`config.mk`:
```
export PLATFORM = sky130hd
export DESIGN_NAME = hdmi_i2c_config
export DESIGN_NICKNAME = d
export VERILOG_FILES = /design/src/rtl/hdmi_i2c_config_pkg.sv /design/src/rtl/hdmi_cfg_rom.sv /design/src/rtl/hdmi_i2c_config.sv
export SDC_FILE = /design/constraint.sdc
export NUM_CORES = 1
export LEC_CHECK = 0
export CAP_MARGIN = 20
export CORE_MARGIN = 5
export CORE_UTILIZATION = 67
export CTS_CLUSTER_DIAMETER = 60
export DETAILED_ROUTE_END_ITERATION = 10
export PLACE_DENSITY_LB_ADDON = 0.05
export SETUP_SLACK_MARGIN = 0.15
export SLEW_MARGIN = 40
export SYNTH_ARGS = -nofsm -noshare
export SYNTH_HDL_FRONTEND = slang
export SYNTH_SLANG_ARGS = --single-unit
export TNS_END_PERCENT = 100
```
`constraint.sdc`:
```
create_clock -name CLK_25MHZ -period 6.7 [get_ports CLK_25MHZ]
set_input_delay 1.005 -clock CLK_25MHZ [delete_from_list [all_inputs] [get_ports CLK_25MHZ]]
set_output_delay 1.005 -clock CLK_25MHZ [all_outputs]
set_load 0.005 [all_outputs]
```
`src/rtl/hdmi_i2c_config_pkg.sv`:
```
// Shared types and the ADV7513 init table for the HDMI I2C configurator.
package hdmi_i2c_config_pkg;

    typedef enum logic [3:0] {
        POWERUP,
        IDLE_GAP,
        START,
        SEND_BYTE,
        ACK,
        STOP,
        NEXT,
        DONE,
        ERROR
    } state_t;

    typedef struct packed {
        logic [7:0] reg_addr;
        logic [7:0] data;
    } entry_t;

    localparam int N = 12;
    localparam int IDX_W = $clog2(N + 1);

    function automatic entry_t init_entry(input logic [IDX_W-1:0] i);
        entry_t e;
        case (i)
            4'd0:    e = '{8'h41, 8'h10};
            4'd1:    e = '{8'h98, 8'h03};
            4'd2:    e = '{8'h9A, 8'hE0};
            4'd3:    e = '{8'h9C, 8'h30};
            4'd4:    e = '{8'h9D, 8'h61};
            4'd5:    e = '{8'hA2, 8'hA4};
            4'd6:    e = '{8'hA3, 8'hA4};
            4'd7:    e = '{8'hE0, 8'hD0};
            4'd8:    e = '{8'hF9, 8'h00};
            4'd9:    e = '{8'h15, 8'h00};
            4'd10:   e = '{8'h16, 8'h30};
            4'd11:   e = '{8'hAF, 8'h04};
            default: e = '{8'h00, 8'h00};
        endcase
        return e;
    endfunction

endpackage

```
`src/rtl/hdmi_cfg_rom.sv`:
```
// Combinational lookup of one init-table entry by index.
module hdmi_cfg_rom
    import hdmi_i2c_config_pkg::*;
(
    input  logic [IDX_W-1:0] index,
    output entry_t           entry
);

    always_comb begin
        entry = init_entry(index);
    end

endmodule

```
`src/rtl/hdmi_i2c_config.sv`:
```
// Open-drain I2C master that writes the ADV7513 init table after power-up,
// retries NACKed entries and rewrites the table on a hot-plug interrupt.
module hdmi_i2c_config #(
    parameter int         CLK_DIV        = 62,
    parameter int         POWERUP_CYCLES = 2500000,
    parameter logic [7:0] DEV_ADDR       = 8'h72,
    parameter int         MAX_RETRY      = 3
) (
    input  logic CLK_25MHZ,
    input  logic RESET,
    output logic I2C_SCL_OE,
    output logic I2C_SDA_OE,
    input  logic I2C_SDA_IN,
    input  logic HDMI_TX_INT,
    output logic CONFIG_DONE,
    output logic CONFIG_ERROR
);
    import hdmi_i2c_config_pkg::*;

    localparam int TW = (CLK_DIV > 1) ? $clog2(CLK_DIV) : 1;
    localparam int PW = (POWERUP_CYCLES > 0) ? $clog2(POWERUP_CYCLES + 1) : 1;
    localparam int RW = (MAX_RETRY > 0) ? $clog2(MAX_RETRY + 1) : 1;
    localparam int PU_LAST = (POWERUP_CYCLES > 0) ? POWERUP_CYCLES - 1 : 0;

    state_t           state, state_n;
    logic [TW-1:0]    tick_cnt;
    logic [1:0]       phase;
    logic [2:0]       bit_cnt, bit_n;
    logic [1:0]       byte_sel, byte_n;
    logic [IDX_W-1:0] idx, idx_n, idx_inc;
    logic [RW-1:0]    retry, retry_n;
    logic [PW-1:0]    pwr_cnt;
    logic             failed, failed_n;
    logic             nack;
    logic             int_s1, int_s2, int_s3;
    logic             tick, bit_end, int_fall;
    logic             scl_oe, sda_oe;
    logic [7:0]       cur_byte;
    entry_t           entry;

    hdmi_cfg_rom u_rom (
        .index(idx),
        .entry(entry)
    );

    assign tick     = (tick_cnt == TW'(CLK_DIV - 1));
    assign bit_end  = tick && (phase == 2'd3);
    assign int_fall = int_s3 && !int_s2;
    assign idx_inc  = idx + 1'b1;

    always_comb begin
        unique case (byte_sel)
            2'd0:    cur_byte = DEV_ADDR;
            2'd1:    cur_byte = entry.reg_addr;
            default: cur_byte = entry.data;
        endcase
    end

    always_ff @(posedge CLK_25MHZ) begin
        if (RESET) begin
            state    <= POWERUP;
            tick_cnt <= '0;
            phase    <= '0;
            bit_cnt  <= '0;
            byte_sel <= '0;
            idx      <= '0;
            retry    <= '0;
            pwr_cnt  <= '0;
            failed   <= 1'b0;
            nack     <= 1'b0;
            int_s1   <= 1'b1;
            int_s2   <= 1'b1;
            int_s3   <= 1'b1;
        end else begin
            state    <= state_n;
            bit_cnt  <= bit_n;
            byte_sel <= byte_n;
            idx      <= idx_n;
            retry    <= retry_n;
            failed   <= failed_n;
            int_s1   <= HDMI_TX_INT;
            int_s2   <= int_s1;
            int_s3   <= int_s2;
            // Each state starts on a fresh bit period
            if (state_n != state || tick) begin
                tick_cnt <= '0;
            end else begin
                tick_cnt <= tick_cnt + 1'b1;
            end
            if (state_n != state) begin
                phase <= '0;
            end else if (tick) begin
                phase <= phase + 1'b1;
            end
            if (state == POWERUP) begin
                pwr_cnt <= pwr_cnt + 1'b1;
            end
            if (state == ACK && tick && phase == 2'd2) begin
                nack <= I2C_SDA_IN;
            end
        end
    end

    always_comb begin
        state_n  = state;
        bit_n    = bit_cnt;
        byte_n   = byte_sel;
        idx_n    = idx;
        retry_n  = retry;
        failed_n = failed;
        unique case (state)
            POWERUP: begin
                if (pwr_cnt == PW'(PU_LAST)) begin
                    state_n  = START;
                    bit_n    = 3'd7;
                    byte_n   = '0;
                    failed_n = 1'b0;
                end
            end
            IDLE_GAP: begin
                if (bit_end) begin
                    state_n  = START;
                    bit_n    = 3'd7;
                    byte_n   = '0;
                    failed_n = 1'b0;
                end
            end
            START: begin
                if (bit_end) state_n = SEND_BYTE;
            end
            SEND_BYTE: begin
                if (bit_end) begin
                    if (bit_cnt == 3'd0) state_n = ACK;
                    else bit_n = bit_cnt - 1'b1;
                end
            end
            ACK: begin
                if (bit_end) begin
                    if (nack) begin
                        state_n  = STOP;
                        failed_n = 1'b1;
                    end else if (byte_sel == 2'd2) begin
                        state_n = STOP;
                    end else begin
                        state_n = SEND_BYTE;
                        byte_n  = byte_sel + 1'b1;
                        bit_n   = 3'd7;
                    end
                end
            end
            STOP: begin
                if (bit_end) begin
                    if (!failed) begin
                        state_n = NEXT;
                    end else if (retry == RW'(MAX_RETRY)) begin
                        state_n = ERROR;
                    end else begin
                        state_n = IDLE_GAP;
                        retry_n = retry + 1'b1;
                    end
                end
            end
            NEXT: begin
                idx_n   = idx_inc;
                retry_n = '0;
                state_n = (idx_inc == IDX_W'(N)) ? DONE : IDLE_GAP;
            end
            DONE: begin
                // Hot-plug wipes the transmitter, so rewrite everything
                if (int_fall) begin
                    state_n = IDLE_GAP;
                    idx_n   = '0;
                    retry_n = '0;
                end
            end
            ERROR: ;
            default: state_n = POWERUP;
        endcase
    end

    always_comb begin
        scl_oe = 1'b0;
        sda_oe = 1'b0;
        unique case (state)
            START: begin
                sda_oe = 1'b1;
                scl_oe = (phase == 2'd3);
            end
            SEND_BYTE: begin
                scl_oe = (phase == 2'd0) || (phase == 2'd3);
                sda_oe = ~cur_byte[bit_cnt];
            end
            ACK: begin
                scl_oe = (phase == 2'd0) || (phase == 2'd3);
            end
            STOP: begin
                scl_oe = (phase == 2'd0);
                sda_oe = ~phase[1];
            end
            default: ;
        endcase
    end

    assign I2C_SCL_OE   = scl_oe;
    assign I2C_SDA_OE   = sda_oe;
    assign CONFIG_DONE  = (state == DONE);
    assign CONFIG_ERROR = (state == ERROR);

endmodule

```
==> qor.yml <==
sta:
  fmax_ghz: 0.276
  hold_viol_final: 0
  setup_slack_ns: 3.08
  rsz0062_at_grt: "false"
  slew_violations: 0
  setup_viol: 0
  finalSetupTns_ns: 0
  final.period_utilization_pct: 54.0
  max-slew-margin-rel_pct: 48.8
  worst_pin_slew_ns: 0.767
  period_needed_ns: 3.62
  skew_ns: 0.00871
floorplanning:
  die_area_sq_mm: 0.00707
  die_w_microns: 84.1
  rows: 27
  die_h_microns: 84.1
  initial_core_util_pct: 68.0
  core_area_sq_mm: 0.00541
  ios: 8
setup_path:
  crit_buf_inv: 2
  cp_max_fo: 10
  required_ns: 5.69
  max_stage_delay_ns: 0.52
  critPathArrivalTime_ns: 2.62
  crit_family: "compound AO/OA/AOI/OAI gates"
  path_cells: "inv_1, ha_1, nor2b_1, a2111oi_0, o21ai_0, o311ai_0, o2111ai_1, a21oi_1, clkdlybuf4s50_1"
  crit_slowest_cell: "clkdlybuf4s50_1"
  cp-end-kind: "output pin"
  cp-start-kind: "flop"
  critical_path_class: "flop to output pin"
detailed_routing:
  dr.pass1.iters: 5
  drc: 0
  viasPerCell: 6.20
  ant_nets: 0
  initialDrtViolationCount: 210
  drt-wirelength-per-cell_microns: 15.4
  via_count: 3183
  drt-total-wl_mm: 7.92
synthesis:
  synth.top_cell.area_share_pct: 35.4
  yosys_warnings: 0
  syn_avg_cell_area_sq_um: 8.34
  async_flop_share_pct: 0
  synth-seq-cells: 65
  synth-edff-count: 0
  synth_xor_area_share_pct: 5.92
  syn-cell-area_sq_mm: 0.00368
  synth_cell_types: 69
  synth_seq_area_share_pct: 35.4
  synth-compound-area-share_pct: 18.5
  synth_area_leaders: "dfxtp_1, ha_1, nor2_1"
  synthesis.nets: 463
  syn_inst: 441
  synthMuxAreaShare_pct: 2.31
  yosys.area.top_type: "dfxtp_1"
  synth_simple_gate_area_share_pct: 27.4
  synth_fa_ha_area_share_pct: 6.12
  synth_top_family_by_area: "simple AND/OR/NAND/NOR gates"
  synth_ff_type: "dfxtp_1"
grt:
  grt_antenna_before_repair: 0
  met3_usage_pct: 5.63
  grt_pass1_wl_mm: 13.8
  grt_usage_pct: 23.6
  grt_pass1_vias: 2938
  gr-total-overflow: 0
  globalRouteMet2Util_pct: 37.6
  top_usage_layer: "met2"
  globalRouteMet1Util_pct: 31.7
  grt_max_degree: 56
finish:
  fillCellCount: 430
  nets: 459
  fin_area_sq_mm: 0.00390
  drive_gt1_share_pct: 7.48
  area_growth_pct: 6.12
  final_cells: 513
  diodes: 0
clock_network:
  worstSkewPairLatency_ns: 0.34
  cts_hold_buffers: 0
  root_buffer: "clkbuf_8"
  clk_pin_slew_worst_paths_ns: 0.06
  cts.sinks: 65
  tritoncts: "built"
  h-tree-depth: 3
  post_cts_buffers: 0
  cts-resized-gates: 0
  cts-buffers-inserted: 9
  cts_buffer_depth: 2
placement:
  dp_slack_ns: 3.43
  place_hpwl_mm: 5.62
  port_buffers: 7
  gp_congestion: 0.967
  dp.cells: 498
  placed_cell_area_sq_mm: 0.00374
run_status:
  status: "completed"
power:
  p_leak_uw: 0.00144
  ir_worst_vdd_v: 0.000126
  p_sw_share_pct: 22.5
  p_clk_share_pct: 40.8
  p_sw_uw: 157
  intPower_uw: 538
  combPwrFrac_pct: 2.5
  power_density_mw_per_mm2: 178
  seqPwrFrac_pct: 56.7
min_path:
  min-delay-path-class: "flop to flop"
run:
  maxCapViolCount: 0
cells in the final DEF (no fill, tap or decap), drive strengths merged, types with 3 or more instances in the layout:
cell and instances:
nor3 23, o31ai 6, dfxtp 65, o21bai 3, clkbuf 12, a22oi 9
or2 6, inv 16, xor2 17, nand2 35, nor4b 5, mux2i 4
or3 8, nor2 47, o21ai 27, and3 7, nand4 10, nand3 17
nor2b 10, o211ai 4, a21oi 21, a221oi 3, a211oi 6, xnor2 7
ha 18, clkdlybuf4s50 6
Yosys cell counts, types with 3 or more instances:
| library cell | n |
|---|---|
| o31ai_1 | 6 |
| buf_2 | 9 |
| nor3_2 | 3 |
| xor2_1 | 16 |
| nor4b_1 | 4 |
| a211oi_1 | 6 |
| nand3_1 | 17 |
| nor3_1 | 20 |
| or3_1 | 8 |
| o211ai_1 | 3 |
| inv_1 | 16 |
| a221oi_1 | 3 |
| clkbuf_1 | 11 |
| or2_2 | 4 |
| o21ai_1 | 5 |
| nor2b_1 | 10 |
| a22oi_1 | 8 |
| nor2_1 | 46 |
| xnor2_1 | 7 |
| o21bai_1 | 3 |
| and3_1 | 7 |
| dfxtp_1 | 65 |
| ha_1 | 18 |
| a21oi_1 | 21 |
| nand2_1 | 35 |
| mux2i_1 | 4 |
| o21ai_0 | 22 |
| nand4_1 | 10 |
power groups by stage:
stage               clock (uW)  combinational (uW)  sequential (uW)
floorplan                    0                13.2              402
CTS                        291                17.5              394
global route               313                19.9              394
detailed placement           0                17.4              403
global placement             0                16.8              403
finish                     284                17.4              394
per-layer routing:
metal	share of wire, %	up-vias
met3	6.3	21
met2	46	116
met1	46	1460
met4	1.8	0
li1	-	1586
met5	0	-
flip-flops by register name, indices dropped and copies added (netlist names):
signal / cells
state: 4
byte_sel: 2
failed: 1
int_s2: 1
bit_cnt: 3
nack: 1
int_s1: 1
idx: 4
int_s3: 1
pwr_cnt: 22
tick_cnt: 6
u_rom.entry: 15
retry: 2
phase: 2
final timing paths:
kind	from	end	slack, ns	cells after the start
hold / removal	int_s1	int_s2	0.42	1
setup reg to reg	state[0]	u_rom.entry[8]	3.52	8
hold reg to reg	int_s1	int_s2	0.42	1
setup / recovery	byte_sel[1]	I2C_SDA_OE	3.08	9
kinds of logic after synthesis:
| kind of cell | after synthesis |
|---|---|
| flip-flops | 65 |
| AND/OR/NAND/NOR | 187 |
| XOR/XNOR | 24 |
| AO/OA/AOI/OAI | 102 |
| adder cells (fa/ha/maj) | 18 |
| buffers and inverters | 38 |
| multiplexers | 7 |
worst reg2reg max path, stage by stage (launching register included):
cell	delay [ns]
dfxtp_1	0.75
inv_1	0.30
o211ai_2	0.43
mux2i_1	0.17
nor2_1	0.40
inv_1	0.13
ha_1	0.28
or3_1	0.38
a221oi_1	0.26
metrics by stage:
step / hold slack, ns / total power [uW] / util, %
floorplan: 0.389 / 415 / -
global placement: 0.407 / 419 / 69.0
detailed placement: 0.408 / 420 / 69.2
CTS: 0.424 / 702 / 72.2
global route: 0.432 / 727 / 72.2
finish: 0.419 / 695 / 72.2
final cells by class:
class / count / area [sq um] / share of cell area [%]
sequential: 65 / 1300 / 33.3
inverter: 16 / 60.1 / 1.54
clock inverter: 3 / 17.5 / 0.449
multi-input combinational: 338 / 2220 / 56.9
tap: 72 / 90.1 / 2.31
clock buffer: 12 / 145 / 3.72
timing repair buffer: 7 / 67.6 / 1.73
No activity file was read; power rests on OpenSTA's default activity.
